===== config.mk =====
export PLATFORM = sky130hd
export DESIGN_NAME = shift_add_seq
export DESIGN_NICKNAME = d
export VERILOG_FILES = /design/src/rtl/shift_add_seq_pkg.sv /design/src/rtl/shift_add_seq_booth_addsub.sv /design/src/rtl/shift_add_seq.sv
export SDC_FILE = /design/constraint.sdc
export NUM_CORES = 1
export LEC_CHECK = 0
export BUFFER_PORTS_ARGS = -buffer_cell sky130_fd_sc_hd__buf_4
export CAP_MARGIN = 20
export CORE_MARGIN = 8
export CORE_UTILIZATION = 47
export DETAILED_ROUTE_END_ITERATION = 12
export PLACE_DENSITY = 0.78
export SYNTH_ARGS = -nofsm -noshare
export SYNTH_HDL_FRONTEND = slang
export SYNTH_SLANG_ARGS = --single-unit

===== constraint.sdc =====
create_clock -name clk -period 2.7 [get_ports clk]
set_clock_uncertainty 0.1 [all_clocks]
set_input_delay 0.27 -clock clk [delete_from_list [all_inputs] [get_ports clk]]
set_output_delay 0.27 -clock clk [all_outputs]
set_load 0.01 [all_outputs]

===== src/rtl/shift_add_seq_pkg.sv =====
// Shared definitions for the radix-2 Booth multiplier slice: FSM state
// encodings, iteration count, Booth select codes and a range helper.
package shift_add_seq_pkg;

    // Number of shift iterations; equals the operand width.
    localparam int ITER_DEFAULT = 4;

    // Width of the iteration counter (holds 0 .. ITER_DEFAULT-1).
    localparam int CNT_W = 2;

    // Width of the FSM state register.
    localparam int STATE_W = 2;

    // FSM state encodings.
    localparam logic [1:0] S_IDLE  = 2'd0;
    localparam logic [1:0] S_LOAD  = 2'd1;
    localparam logic [1:0] S_SHIFT = 2'd2;
    localparam logic [1:0] S_DONE  = 2'd3;

    // Booth select codes, taken from {q[1], q[0]} = {Q0, Q-1}.
    localparam logic [1:0] BOOTH_NOP0 = 2'b00;
    localparam logic [1:0] BOOTH_ADD  = 2'b01;
    localparam logic [1:0] BOOTH_SUB  = 2'b10;
    localparam logic [1:0] BOOTH_NOP1 = 2'b11;

    // Most negative 4-bit value; its negation does not fit in the
    // 4-bit accumulator, so the result is flagged instead.
    localparam logic [3:0] M_MIN = 4'b1000;

    // True when the multiplicand cannot be handled by a 4-bit accumulator.
    function automatic logic is_range_err(input logic [3:0] m);
        return (m == M_MIN);
    endfunction

endpackage


===== src/rtl/shift_add_seq_booth_addsub.sv =====
// Combinational Booth add/subtract stage. Produces the new upper nibble of
// the partial product: a + b, a - b, or a unchanged, chosen by the Booth
// select pair. All arithmetic wraps modulo 2^4.
module booth_addsub
    import shift_add_seq_pkg::*;
(
    input  logic [3:0] a,
    input  logic [3:0] b,
    input  logic [1:0] sel,
    output logic [3:0] y
);

    // Select add, subtract or pass-through from the Booth bit pair.
    always_comb begin
        y = a;
        case (sel)
            BOOTH_ADD:  y = a + b;
            BOOTH_SUB:  y = a - b;
            BOOTH_NOP0: y = a;
            BOOTH_NOP1: y = a;
            default:    y = a;
        endcase
    end

endmodule


===== src/rtl/shift_add_seq.sv =====
// Sequencer for a 4x4 signed Booth multiplier built around an external
// 9-bit right-shift register q = {A[3:0], Q[3:0], Q-1}.
//
// Flow: IDLE --start--> LOAD (1 cycle, load=1) --> SHIFT (ITER cycles)
//       --> DONE (1 cycle) --> IDLE, with done pulsing in the cycle after
//       DONE. The shift register loads on the LOAD edge and shifts on each
//       SHIFT edge, taking adder_result as its new upper nibble.
//
// Handshake: start is a request sampled only in IDLE; the accepting edge
// captures the multiplicand. There is no back-pressure and no queuing:
// start while busy is dropped. done is a one-cycle valid strobe; product
// and range_err stay stable from that cycle until the next done.
//
// state_dbg mirrors the FSM state for observation only.
module shift_add_seq
    import shift_add_seq_pkg::*;
#(
    parameter int ITER = ITER_DEFAULT
)
(
    input  logic       clk,
    input  logic       reset,
    input  logic       start,
    input  logic [3:0] multiplicand,
    input  logic [8:0] q,
    output logic       load,
    output logic [3:0] adder_result,
    output logic       busy,
    output logic       done,
    output logic [7:0] product,
    output logic       range_err,
    output logic [1:0] state_dbg
);

    // Last SHIFT count value; reaching it ends the SHIFT phase.
    localparam logic [CNT_W-1:0] CNT_LAST = CNT_W'(ITER - 1);

    logic [STATE_W-1:0] state;
    logic [STATE_W-1:0] state_nxt;
    logic [CNT_W-1:0]   cnt;
    logic [3:0]         m_reg;
    logic [1:0]         booth_sel;
    logic [3:0]         addsub_y;
    logic               in_shift;

    assign in_shift = (state == S_SHIFT);

    // Next-state decode for the Moore FSM.
    always_comb begin
        state_nxt = state;
        case (state)
            S_IDLE:  if (start) state_nxt = S_LOAD;
            S_LOAD:  state_nxt = S_SHIFT;
            S_SHIFT: if (cnt == CNT_LAST) state_nxt = S_DONE;
            S_DONE:  state_nxt = S_IDLE;
            default: state_nxt = S_IDLE;
        endcase
    end

    // State register.
    always_ff @(posedge clk or posedge reset) begin
        if (reset) begin
            state <= S_IDLE;
        end else begin
            state <= state_nxt;
        end
    end

    // Iteration counter: cleared in LOAD, advances once per SHIFT cycle.
    always_ff @(posedge clk or posedge reset) begin
        if (reset) begin
            cnt <= '0;
        end else if (state == S_LOAD) begin
            cnt <= '0;
        end else if (in_shift) begin
            cnt <= cnt + 1'b1;
        end
    end

    // Multiplicand capture, only on the edge that accepts start.
    always_ff @(posedge clk or posedge reset) begin
        if (reset) begin
            m_reg <= '0;
        end else if ((state == S_IDLE) && start) begin
            m_reg <= multiplicand;
        end
    end

    // Booth select is forced to pass-through outside SHIFT so the upper
    // nibble is presented unchanged.
    always_comb begin
        booth_sel = BOOTH_NOP0;
        if (in_shift) begin
            booth_sel = q[1:0];
        end
    end

    booth_addsub u_addsub (
        .a   (q[8:5]),
        .b   (m_reg),
        .sel (booth_sel),
        .y   (addsub_y)
    );

    assign adder_result = addsub_y;

    // Moore output decode.
    assign load      = (state == S_LOAD);
    assign busy      = (state != S_IDLE);
    assign state_dbg = state;

    // Result registers: done pulses for the cycle after DONE; product and
    // range_err update only on the DONE edge and then hold.
    always_ff @(posedge clk or posedge reset) begin
        if (reset) begin
            done      <= 1'b0;
            product   <= 8'h00;
            range_err <= 1'b0;
        end else begin
            done <= (state == S_DONE);
            if (state == S_DONE) begin
                range_err <= is_range_err(m_reg);
                product   <= is_range_err(m_reg) ? 8'h00 : q[8:1];
            end
        end
    end

endmodule

Word level (Yosys, flattened, before mapping)
Index checks and enable logic that the tools add are counted.
{ "word_totals": {"in_bits": 16, "register_bits": 18} }
{ "classes": {"muxes": 8, "reduce_logical": 7, "addsub": 3, "n_eq_ne": 10} }
{ "ops": {"columns": ["operator", "n"], "rows": [
  ["case mux 4 bit (3 select lines)", 1],
  ["equality test 2 bit, second input constant", 5],
  ["two-way mux 2 bit", 5],
  ["two-way mux 8 bit", 1],
  ["case mux 2 bit (4 select lines)", 1],
  ["adder 4 bit", 1],
  ["equality test 2 x 1 -> 1 bit, second input constant", 2],
  ["equality test 4 bit, second input constant", 1],
  ["zero test 2 bit", 2],
  ["nonzero test 2 bit", 2],
  ["subtractor 4 bit", 1],
  ["adder 2 x 1 -> 2 bit, second input constant", 1],
  ["!= test 2 x 1 -> 1 bit, second input constant", 1],
  ["!= test 2 bit, second input constant", 1],
  ["AND reduction 2 bit", 1],
  ["OR reduction 2 bit", 1],
  ["logical AND 1 bit", 1]
]} }

Longest topological paths before layout
Gate-level depths: netlist of the first run.
{ "logic_depth": {"depth_word": 5, "mapped_depth": 11} }

By module
From an unflattened synthesis of the first run, not the netlist that was laid out.
{ "unflattened": {"cells_unflattened": 92, "area_unflattened_um2": 1048.5} }
{ "modules_own_cells": {"columns": ["mod", "area_per_inst_um2", "seq_area_each_um2", "instances", "cells_each"], "rows": [
  ["shift_add_seq", 807.0, 450.4, 1, 59],
  ["booth_addsub", 241.5, 0.0, 1, 33]
]} }

Least setup slack after synthesis of the first run
No wires, ideal clock.
{ "synth_timing": {"kind": "register to output", "start": "register state[0] (netlist: state_dbg[0])", "end": "output port adder_result[3]", "stages_incl_launch_ff": 12, "arrival_time_ps": 2212, "path_buffers": 0, "path_slack_ps": 118, "required_time_ps": 2330, "path_cell_list": "dfrtp_1 inv_1 ha_1 and2_1 ha_1 nor2_1 xnor2_1 ha_1 a21oi_1 and3b_1 mux2i_1 xnor2_1"} }
{ "synth_between": {"elab_chain_cells": 5, "elab_cells_between_ends": 8, "classes_between": "4 x eq/ne; 2 x mux; 2 x reduce/logical"} }
{ "synth_rtl": {"columns": ["item", "line", "source"], "rows": [
  ["start: declaration", "shift_add_seq.sv:38", "logic [STATE_W-1:0] state;"],
  ["start signal: assignment", "shift_add_seq.sv:65", "state <= state_nxt;"],
  ["equality test 2 bit (*)", "shift_add_seq.sv:46", "assign in_shift = (state == S_SHIFT);"],
  ["two-way mux 2 bit (*)", "shift_add_seq.sv:93", "if (in_shift) begin"],
  ["equality test 2 bit / zero test 2 bit (equally long branches)", "shift_add_seq_booth_addsub.sv:16", "case (sel)"],
  ["OR reduction 2 bit (no line)", null, null],
  ["case mux 4 bit (3 select lines) (*)", "shift_add_seq_booth_addsub.sv:16", null],
  ["end: declaration", "shift_add_seq.sv:27", "output logic [3:0] adder_result,"]
]} }
Every way passes the cells marked *; elsewhere a longest branch is shown, timed or not.

Worst setup path in the final report of the first run
Ends and elaborated chain as after synthesis.

==> results.py, run 1 <==
metrics = {
    "critical_path": {
        "endpoint_kind": "output pin",
        "crit_required_ns": 2.33,
        "path_class": "flip-flop to output pin",
        "startpoint_type": "flip-flop",
        "cp_max_fo": 4,
        "crit_arrival_ns": 2.39,
    },
    "logic_synthesis": {
        "syn_nets": 130,
        "yosys.area_share.simple": 0.113,
        "seq_area_frac_synth": 0.446,
        "synth.avg_cell_area_um2": 9.82,
        "synth_compound_area_frac": 0.0978,
        "synth_cell_type_count": 24,
        "synth-xor-area-share": 0.0260,
        "synthAdderAreaFrac": 0.144,
        "synth_area_mm2": 0.00101,
        "synth_top_family_by_area": "adder cells",
        "syn_inst": 103,
        "synthMuxAreaShare": 0.0965,
        "yosysWarnings": 0,
        "synth-seq-cells": 18,
    },
    "final_layout": {
        "final_util": 0.713,
        "nNetsFinal": 173,
        "largest_reg_flops": 8,
        "area_growth_syn_to_layout_pct": 41.1,
        "diodes": 0,
        "drive_gt1_frac": 0.393,
    },
    "global_route": {
        "overflow": 0,
        "antenna_found_initial": 0,
        "grt_pass1_wl_um": 4030,
        "grt_pass1_vias": 880,
        "grt.total_usage": 0.123,
        "grt_max_degree": 19,
    },
    "placed_design": {
        "io_buffer_count": 33,
        "globalplace.congestion": 0.738,
        "dp.final_hpwl_um": 1840,
    },
    "job": {
        "drv_cap": 0,
    },
    "cts": {
        "ctsLongestPathBuffers": 2,
        "cts-htree-levels": 1,
        "clockRootBuffer": "clkbuf_4",
        "cts_buffers": 3,
        "cts_sinks": 18,
        "cts_tree": "built",
        "clkLatencyLatePin_ns": 0.29,
        "clk_pin_slew_ns": 0.10,
    },
    "die": {
        "fp-row-count": 16,
        "die_x_um": 62.4,
        "core_area_mm2": 0.00200,
        "dieArea_mm2": 0.00389,
        "start_util": 0.505,
        "dieHeight_um": 62.4,
        "pin_count": 34,
    },
    "sta": {
        "maxSlewHeadroom": 0.541,
        "setup_ws_ns": -0.0594,
        "setup_viol": 2,
        "fin_hold_ws_ns": 0.0834,
        "finalCritPeriodShare": 1.02,
        "tightest_slew_ns": 0.687,
        "hold_violations": 0,
        "clock.fmax_mhz": 362,
        "maxSlewViolCount": 0,
        "rsz0062_at_grt": "true",
        "min_period_ns": 2.76,
    },
    "run_status": {
        "violations": "negative setup slack",
        "outcome": "finished, violations left",
    },
    "power_and_ir_drop": {
        "cellLeakagePower_nw": 0.723,
        "power.density_mw_per_mm2": 1330,
        "ir_worst_vdd_mv": 0.803,
    },
    "route": {
        "drt_wl_total_um": 2340,
        "num_vias": 836,
        "vias_per_cell": 4.86,
        "drt_iter0_drc": 21,
        "drc_errors": 0,
        "ant_nets": 0,
        "routedWlPerCell_um": 13.6,
        "dr.pass1.iters": 4,
    },
    "worst_hold_path": {
        "hold_class": "input port to flip-flop",
    },
}
-- path summary, 6_finish.rpt --
| path | startpoint | end | slack (ns) | cells past startpoint |
|---|---|---|---|---|
| min in group asynchronous | reset | m_reg[0] | 0.53 | 3 |
| setup reg to reg | state_dbg[1] | state_dbg[1] | 1.03 | 6 |
| hold / removal | q[4] | product[3] | 0.08 | 3 |
| hold reg to reg | cnt[0] | cnt[0] | 0.38 | 1 |
| setup / recovery | state_dbg[0] | adder_result[3] | -0.06 | 12 |
| max in group asynchronous | reset | product[6] | 1.54 | 3 |
-- per-layer routing --
metal,up-vias,global-route usage,share of wire
met4,0,0.0513,0.0047
met2,19,0.213,0.52
met5,-,0,0
met3,2,0.0305,0.050
met1,397,0.141,0.42
li1,418,-,-
-- through the flow --
stage | setup TNS [ns] | cell area, µm² | total power [W] | std cells | setup slack [ns]
2_1_floorplan | 0 | 1010 | 0.00114 | 103 | 0.118
3_3_place_gp | 0 | 1290 | 0.00150 | 162 | 0.136
3_5_place_dp | 0 | 1290 | 0.00155 | 162 | 0.0629
4_1_cts | -0.0805 | 1410 | 0.00185 | 171 | -0.0651
5_1_grt | -0.476 | 1430 | 0.00208 | 172 | -0.241
6_report | -0.0745 | 1430 | 0.00190 | 172 | -0.0594
-- area by class of cell --
cell class	count	area, µm²
fill	168	576
multi-input combinational	64	528
sequential	18	450
timing repair buffer	40	307
inverter	19	71.3
clock buffer	4	36.3
tap	27	33.8
-- placed cells by master (no fill, tap or decap), drive strengths merged --
cell,instances
dfrtp,18
clkbuf,4
o21ai,10
nor3,1
or2,1
and3b,1
nor2,3
mux2,6
dlygate4sd3,1
o22ai,1
inv,19
and2,1
mux2i,3
a21oi,2
a2bb2oi,1
or4b,1
nand2,14
o21a,1
nand2b,1
fa,1
o22a,1
xnor2,3
o211ai,1
nand3b,1
ha,10
buf,39
-- cell usage after synthesis --
master / n / share of area
clkbuf_1: 2 / 0.0074
o21a_1: 1 / 0.0074
nand2b_1: 1 / 0.0062
o22a_1: 1 / 0.0087
inv_1: 19 / 0.071
and2_1: 1 / 0.0062
nor2_1: 3 / 0.011
and3b_1: 1 / 0.0087
o21ai_0: 10 / 0.050
fa_1: 1 / 0.020
mux2i_1: 3 / 0.030
or4b_1: 1 / 0.0099
o22ai_1: 1 / 0.0062
a2bb2oi_1: 1 / 0.0087
dfrtp_1: 18 / 0.45
nand2_1: 14 / 0.052
nand3b_1: 1 / 0.0074
or2_2: 1 / 0.0062
a21oi_1: 2 / 0.0099
mux2_2: 6 / 0.067
xnor2_1: 3 / 0.026
nor3_1: 1 / 0.0049
o211ai_1: 1 / 0.0074
ha_1: 10 / 0.12
-- critical path, stage by stage, from the launching register on --
cell      delay, ns
dfrtp_1        0.40
inv_2          0.08
ha_4           0.14
and2_4         0.14
ha_4           0.16
nor2_2         0.04
xnor2_1        0.12
ha_1           0.33
nand3b_1       0.10
and3b_1        0.17
mux2i_1        0.15
xnor2_1        0.13
buf_4          0.14
-- cells by family after synthesis --
group | count (synthesis)
multiplexers | 9
flip-flops | 18
adder cells (fa/ha/maj) | 11
AND/OR/NAND/NOR | 24
buffers and inverters | 21
XOR/XNOR | 3
AO/OA/AOI/OAI | 17
-- power by group --
part	total (W)	leakage, nW	switching, W	internal [W]
Sequential	0.000510	0.220	0.000103	0.000407
Combinational	0.00123	0.482	0.000559	0.000668
Clock	0.000166	0.0210	0.0000837	0.0000821
Total	0.00190	0.723	0.000746	0.00116
-- what timing repair did --
| action | 4_1_cts | 5_1_grt |
|---|---|---|
| gates resized for setup | 9 | 3 |
| setup endpoints to repair | 3 | 3 |
| endpoints found under the hold margin | 18 | 0 |
| setup buffers | 4 | 1 |
| hold buffers | 1 | 0 |
| pin swaps | 4 | 1 |
No activity file was read; power rests on OpenSTA's default activity.
==> inputs of run 2 (changes only) <==
Settings changed: ABC_AREA set to 1, PLACE_DENSITY 0.78 to 0.79.
==> results.py, run 2 <==
metrics = {
    "die": {
        "start_util": 0.499,
        "core_area_mm2": 0.00198,
        "die_x_um": 61.9,
        "pin_count": 34,
        "dieHeight_um": 61.9,
        "dieArea_mm2": 0.00383,
        "fp-row-count": 16,
    },
    "logic_synthesis": {
        "syn_nets": 140,
        "syn_inst": 113,
        "synth_top_area_frac": 0.455,
        "ys.flop_type": "dfrtp_1",
        "synth_cell_type_count": 17,
        "yosys-top-cells-area": "dfrtp_1 46%, ha_1 13%, nand2_1 8.0%, inv_1 6.8%, a22o_1 5.3%",
        "synth_area_um2": 990,
        "synth_edf_count": 0,
        "synth-seq-cells": 18,
        "synth_top_cells_by_count": "21 x nand2_1, 18 x dfrtp_1, 18 x inv_1",
        "ys_async_sr_fraction": 1.00,
        "seq_area_frac_synth": 0.455,
        "yosysMostFrequentCell": "nand2_1",
        "synth.avg_cell_area_um2": 8.76,
        "synth_top_cell_by_area": "dfrtp_1",
        "yosysWarnings": 0,
    },
    "placed_design": {
        "placed_area_mm2": 0.00127,
        "globalplace.congestion": 0.797,
        "io_buffer_count": 33,
        "dp.final_hpwl_um": 1860,
    },
    "route": {
        "ant_nets": 0,
        "routedWlPerCell_um": 13.4,
        "drc_errors": 0,
        "dr.pass1.iters": 4,
        "vias_per_cell": 4.89,
        "num_vias": 894,
        "drt_wl_total_um": 2450,
        "drt_iter0_drc": 17,
    },
    "cts": {
        "cts_tree": "built",
        "cts_sinks": 18,
        "cts_buffers": 3,
        "ctsLongestPathBuffers": 2,
        "clkLatencyLatePin_ns": 0.29,
        "clk_pin_slew_ns": 0.10,
        "clockRootBuffer": "clkbuf_4",
        "cts-htree-levels": 1,
        "ctsHoldBuffers": 0,
    },
    "sta": {
        "clock.fmax_mhz": 366,
        "setup_ws_ns": -0.0306,
        "rsz0062_at_grt": "true",
        "hold_violations": 18,
        "tightest_slew_ns": 0.661,
        "fin_hold_ws_ns": -0.0388,
        "maxSlewViolCount": 0,
        "min_period_ns": 2.73,
        "setup_viol": 1,
        "maxSlewHeadroom": 0.559,
        "finalCritPeriodShare": 1.01,
    },
    "final_layout": {
        "area_growth_syn_to_layout_pct": 42.7,
        "fillers": 148,
        "final_util": 0.713,
        "nNetsFinal": 185,
        "diodes": 0,
        "final_area_mm2": 0.00141,
        "mostFrequentLayoutCells": "38 x buf_4, 19 x nand2_1, 17 x dfrtp_1, 16 x inv_1, 8 x ha_1",
        "largest_reg_flops": 8,
        "drive_gt1_frac": 0.404,
        "final_common_cell": "buf_4",
    },
    "critical_path": {
        "endpoint_kind": "output pin",
        "worstRegToRegCells": 8,
        "cp_max_fo": 4,
        "crit_arrival_ns": 2.36,
        "startpoint_type": "flip-flop",
        "path_class": "flip-flop to output pin",
        "crit_required_ns": 2.33,
        "r2r_end": "product[1]",
        "reg2reg_from": "m_reg[1]",
        "regToRegSetupSlack_ns": 1.18,
    },
    "run_status": {
        "violations": "negative hold slack, negative setup slack",
        "outcome": "finished, violations left",
    },
    "power_and_ir_drop": {
        "ir_worst_vdd_mv": 0.714,
        "power.switching_w": 0.000761,
        "power.density_mw_per_mm2": 1270,
        "p_comb_frac": 0.652,
        "cellLeakagePower_nw": 0.760,
        "p_int_w": 0.00103,
        "pwr-share-clk": 0.075,
        "seqPwrFrac": 0.273,
        "p_sw_frac": 0.424,
    },
    "global_route": {
        "antenna_found_initial": 0,
        "grt_pass1_wl_um": 3950,
        "grt.total_usage": 0.139,
        "grt_max_degree": 19,
        "grt_pass1_vias": 957,
        "overflow": 0,
    },
    "worst_hold_path": {
        "hold_class": "input port to async pin",
    },
    "job": {
        "drv_cap": 0,
    },
}
## run 2: changes by cell type in the layout (fill, tap and decap cells not counted), sizes merged, moves of 3 or more
cell	change
nor2	+6
a22o	+6
a21oi	+5
mux2	-6
mux2i	-3
nand2	+10
nand3	+5
## run 2: cell type report
| type | count | area (µm²) | area share |
|---|---|---|---|
| clock buffers | 3 | 22.5 | 0.0159 |
| well taps | 27 | 33.8 | 0.0239 |
| repair buffers | 40 | 308 | 0.218 |
| multi-input cells | 74 | 518 | 0.367 |
| flip-flops and latches | 18 | 452 | 0.320 |
| inverters | 21 | 78.8 | 0.0558 |
## run 2: cells by family (layout without fill, tap and decap cells)
| logic type | after synthesis | after routing | synth area share |
|---|---|---|---|
| AND/OR/NAND/NOR | 39 | 39 | 0.167 |
| AO/OA/AOI/OAI | 23 | 23 | 0.143 |
| buffers and inverters | 21 | 64 | 0.0796 |
| flip-flops | 18 | 18 | 0.455 |
| adder cells (fa/ha/maj) | 11 | 11 | 0.147 |
| XOR/XNOR | 1 | 1 | 0.00885 |
## run 2: repair_timing
action | in CTS | in global routing
setup buffers | 4 | 3
gates resized for setup | 12 | 9
pin swaps | 6 | 4
endpoints found under the setup margin | 3 | 2
## run 2: power by group through the flow
stage	Sequential (W)	Combinational (W)	Clock (W)
2_1_floorplan	0.000527	0.000557	0
3_3_place_gp	0.000490	0.000912	0
3_5_place_dp	0.000498	0.000951	0
4_1_cts	0.000488	0.00106	0.000134
5_1_grt	0.000505	0.00130	0.000148
6_report	0.000490	0.00117	0.000134
## run 2: critical path, stage by stage (launching register included)
cell,delay (ns)
dfrtp_1,0.42
inv_2,0.10
ha_4,0.15
nand2_1,0.09
ha_4,0.18
inv_2,0.08
o21ai_2,0.06
o21ai_1,0.07
ha_1,0.29
a21oi_2,0.17
nand2_2,0.07
inv_1,0.06
nand2_2,0.06
nand3_2,0.06
nand2_1,0.05
nand2_1,0.06
buf_6,0.10
## run 2: through the flow
stage / total power [W] / instances / setup TNS [ns] / setup WS (ns) / hold slack, ns
2_1_floorplan: 0.00108 / 113 / 0 / 0.314 / 0.109
3_3_place_gp: 0.00140 / 173 / 0 / 0.219 / 0.308
3_5_place_dp: 0.00145 / 173 / 0 / 0.115 / 0.320
4_1_cts: 0.00168 / 180 / 0 / 0.00414 / 0.000457
5_1_grt: 0.00195 / 183 / -0.208 / -0.165 / 0.00951
6_report: 0.00179 / 183 / -0.0306 / -0.0306 / -0.0388
## run 2: how the worst max path moves through the flow
stage,start,to,slack [ns],cells past startpoint
CTS,state_dbg[0],adder_result[3],0.004,17
detailed placement,state_dbg[0],adder_result[3],0.12,16
finish,state_dbg[0],adder_result[3],-0.03,16
global route,state_dbg[0],adder_result[3],-0.17,16
global placement,state_dbg[0],adder_result[3],0.22,14
floorplan,state_dbg[0],adder_result[2],0.31,10
## run 2: layer usage
metal,track usage,part of all wire,vias up
li1,-,-,450
met1,0.150,0.40,406
met2,0.236,0.47,31
met3,0.0473,0.10,7
met4,0.0682,0.029,0
met5,0,0,-
==> inputs of run 3 (changes only) <==
Settings changed: PLACE_DENSITY 0.79 to 0.83.
==> results.py, run 3 (synthesis gave the netlist of run 2 again) <==
metrics = {
    "critical_path": {
        "cp_max_fo": 4,
        "worstPathCellList": "inv_2 > ha_4 > nand2_2 > inv_2 > ha_4 > inv_4 > o21ai_2 > o21ai_1 > ha_1 > a21oi_2 > nand2_2 > nand3_2 > nand3_2 > nand2_1 > nand2_1 > buf_6",
        "crit_required_ns": 2.33,
        "endpoint_kind": "output pin",
        "path_class": "flip-flop to output pin",
        "crit_arrival_ns": 2.32,
        "startpoint_type": "flip-flop",
        "cp_slowest_cell": "dfrtp_1",
        "regToRegSetupSlack_ns": 1.18,
        "critPathMaxStageDelay_ns": 0.41,
    },
    "placed_design": {
        "io_buffer_count": 33,
        "placed_area_mm2": 0.00127,
        "globalplace.congestion": 0.795,
        "dp.final_hpwl_um": 2000,
    },
    "die": {
        "dieHeight_um": 61.9,
        "dieArea_mm2": 0.00383,
        "die_x_um": 61.9,
        "pin_count": 34,
        "fp-row-count": 16,
        "core_area_mm2": 0.00198,
        "start_util": 0.499,
    },
    "cts": {
        "cts_tree": "built",
        "cts-htree-levels": 1,
        "ctsLongestPathBuffers": 2,
        "cts_buffers": 3,
        "cts_sinks": 18,
        "clk_pin_slew_ns": 0.10,
        "clkLatencyLatePin_ns": 0.29,
        "clockRootBuffer": "clkbuf_4",
    },
    "final_layout": {
        "final_common_cell": "buf_4",
        "final_area_mm2": 0.00141,
        "nNetsFinal": 183,
        "diodes": 0,
        "largest_reg_flops": 8,
        "drive_gt1_frac": 0.406,
        "fillers": 148,
        "mostFrequentLayoutCells": "36 x buf_4, 18 x nand2_1, 17 x dfrtp_1, 15 x inv_1, 8 x ha_1",
        "area_growth_syn_to_layout_pct": 42.7,
    },
    "global_route": {
        "grt_max_degree": 19,
        "antenna_found_initial": 0,
        "overflow": 0,
        "grt_pass1_vias": 1018,
        "grt.total_usage": 0.149,
        "grt_pass1_wl_um": 4250,
    },
    "route": {
        "drt_wl_total_um": 2600,
        "num_vias": 939,
        "ant_nets": 0,
        "routedWlPerCell_um": 14.3,
        "vias_per_cell": 5.16,
        "drc_errors": 0,
        "dr.pass1.iters": 4,
        "drt_iter0_drc": 24,
    },
    "sta": {
        "maxSlewHeadroom": 0.561,
        "finalCritPeriodShare": 0.995,
        "tightest_slew_ns": 0.658,
        "min_period_ns": 2.69,
        "clock.fmax_mhz": 372,
        "hold_violations": 0,
        "rsz0062_at_grt": "true",
        "setup_tns_ns": 0,
        "setup_viol": 0,
        "maxSlewViolCount": 0,
    },
    "run_status": {
        "outcome": "complete, no violations",
    },
    "power_and_ir_drop": {
        "cellLeakagePower_nw": 0.752,
        "ir_worst_vdd_mv": 0.804,
        "power.density_mw_per_mm2": 1280,
    },
    "job": {
        "drv_cap": 0,
    },
    "worst_hold_path": {
        "hold_class": "input port to flip-flop",
    },
}
==> run 3: area by class of cell <==
class / instances / area (µm²) / area share
Multi-Input combinational cell: 74 / 518 / 0.367
Timing Repair Buffer: 38 / 292 / 0.206
Sequential cell: 18 / 452 / 0.320
Inverter: 21 / 81.3 / 0.0576
Tap cell: 27 / 33.8 / 0.0239
Clock buffer: 4 / 36.3 / 0.0257
==> run 3: per-layer routing <==
layer,GRT usage,share of wire
met1,0.157,0.38
met2,0.263,0.50
met3,0.0370,0.091
met4,0.0812,0.022
met5,0,0
==> run 3: report_power, final <==
part           internal (W)  switching, W
clock             0.0000821     0.0000825
combinational      0.000539      0.000612
sequential         0.000405     0.0000873
==> run 3: metrics by stage <==
step / util / instances / hold WS, ns / total power [W] / setup WS (ns)
6_report: 0.713 / 182 / 0.100 / 0.00181 / 0.0137
5_1_grt: 0.713 / 182 / 0.0836 / 0.00197 / -0.132
4_1_cts: 0.706 / 182 / 0.0965 / 0.00177 / 0.00711
3_5_place_dp: 0.641 / 173 / 0.310 / 0.00147 / 0.0370
3_3_place_gp: 0.641 / 173 / 0.303 / 0.00140 / 0.221
2_1_floorplan: - / 113 / 0.109 / 0.00108 / 0.314
==> run 3: path summary, 6_finish.rpt <==
path,end,start,cells past startpoint
worst min register to register,cnt[1],cnt[1],2
worst min-delay path,product[1],q[2],2
worst max-delay path,adder_result[3],state_dbg[0],16
max in group asynchronous,state_dbg[1],reset,3
min in group asynchronous,product[7],reset,3
worst max register to register,product[3],m_reg[0],8
==> run 3: what timing repair did <==
action	in CTS	in global routing
hold endpoints to repair	18	0
buffers inserted	4	0
setup endpoints to repair	3	2
pin swaps	8	5
gates resized for setup	17	6
hold buffers	1	0
==> run 3: critical path: cells and delay by family (launching register included) <==
family / cells / cell delay [ns]
AOI/OAI and AO/OA: 3 / 0.27
adders and majority gates: 3 / 0.62
buffers and inverters: 4 / 0.31
DFF: 1 / 0.41
and+or+nand+nor: 6 / 0.40
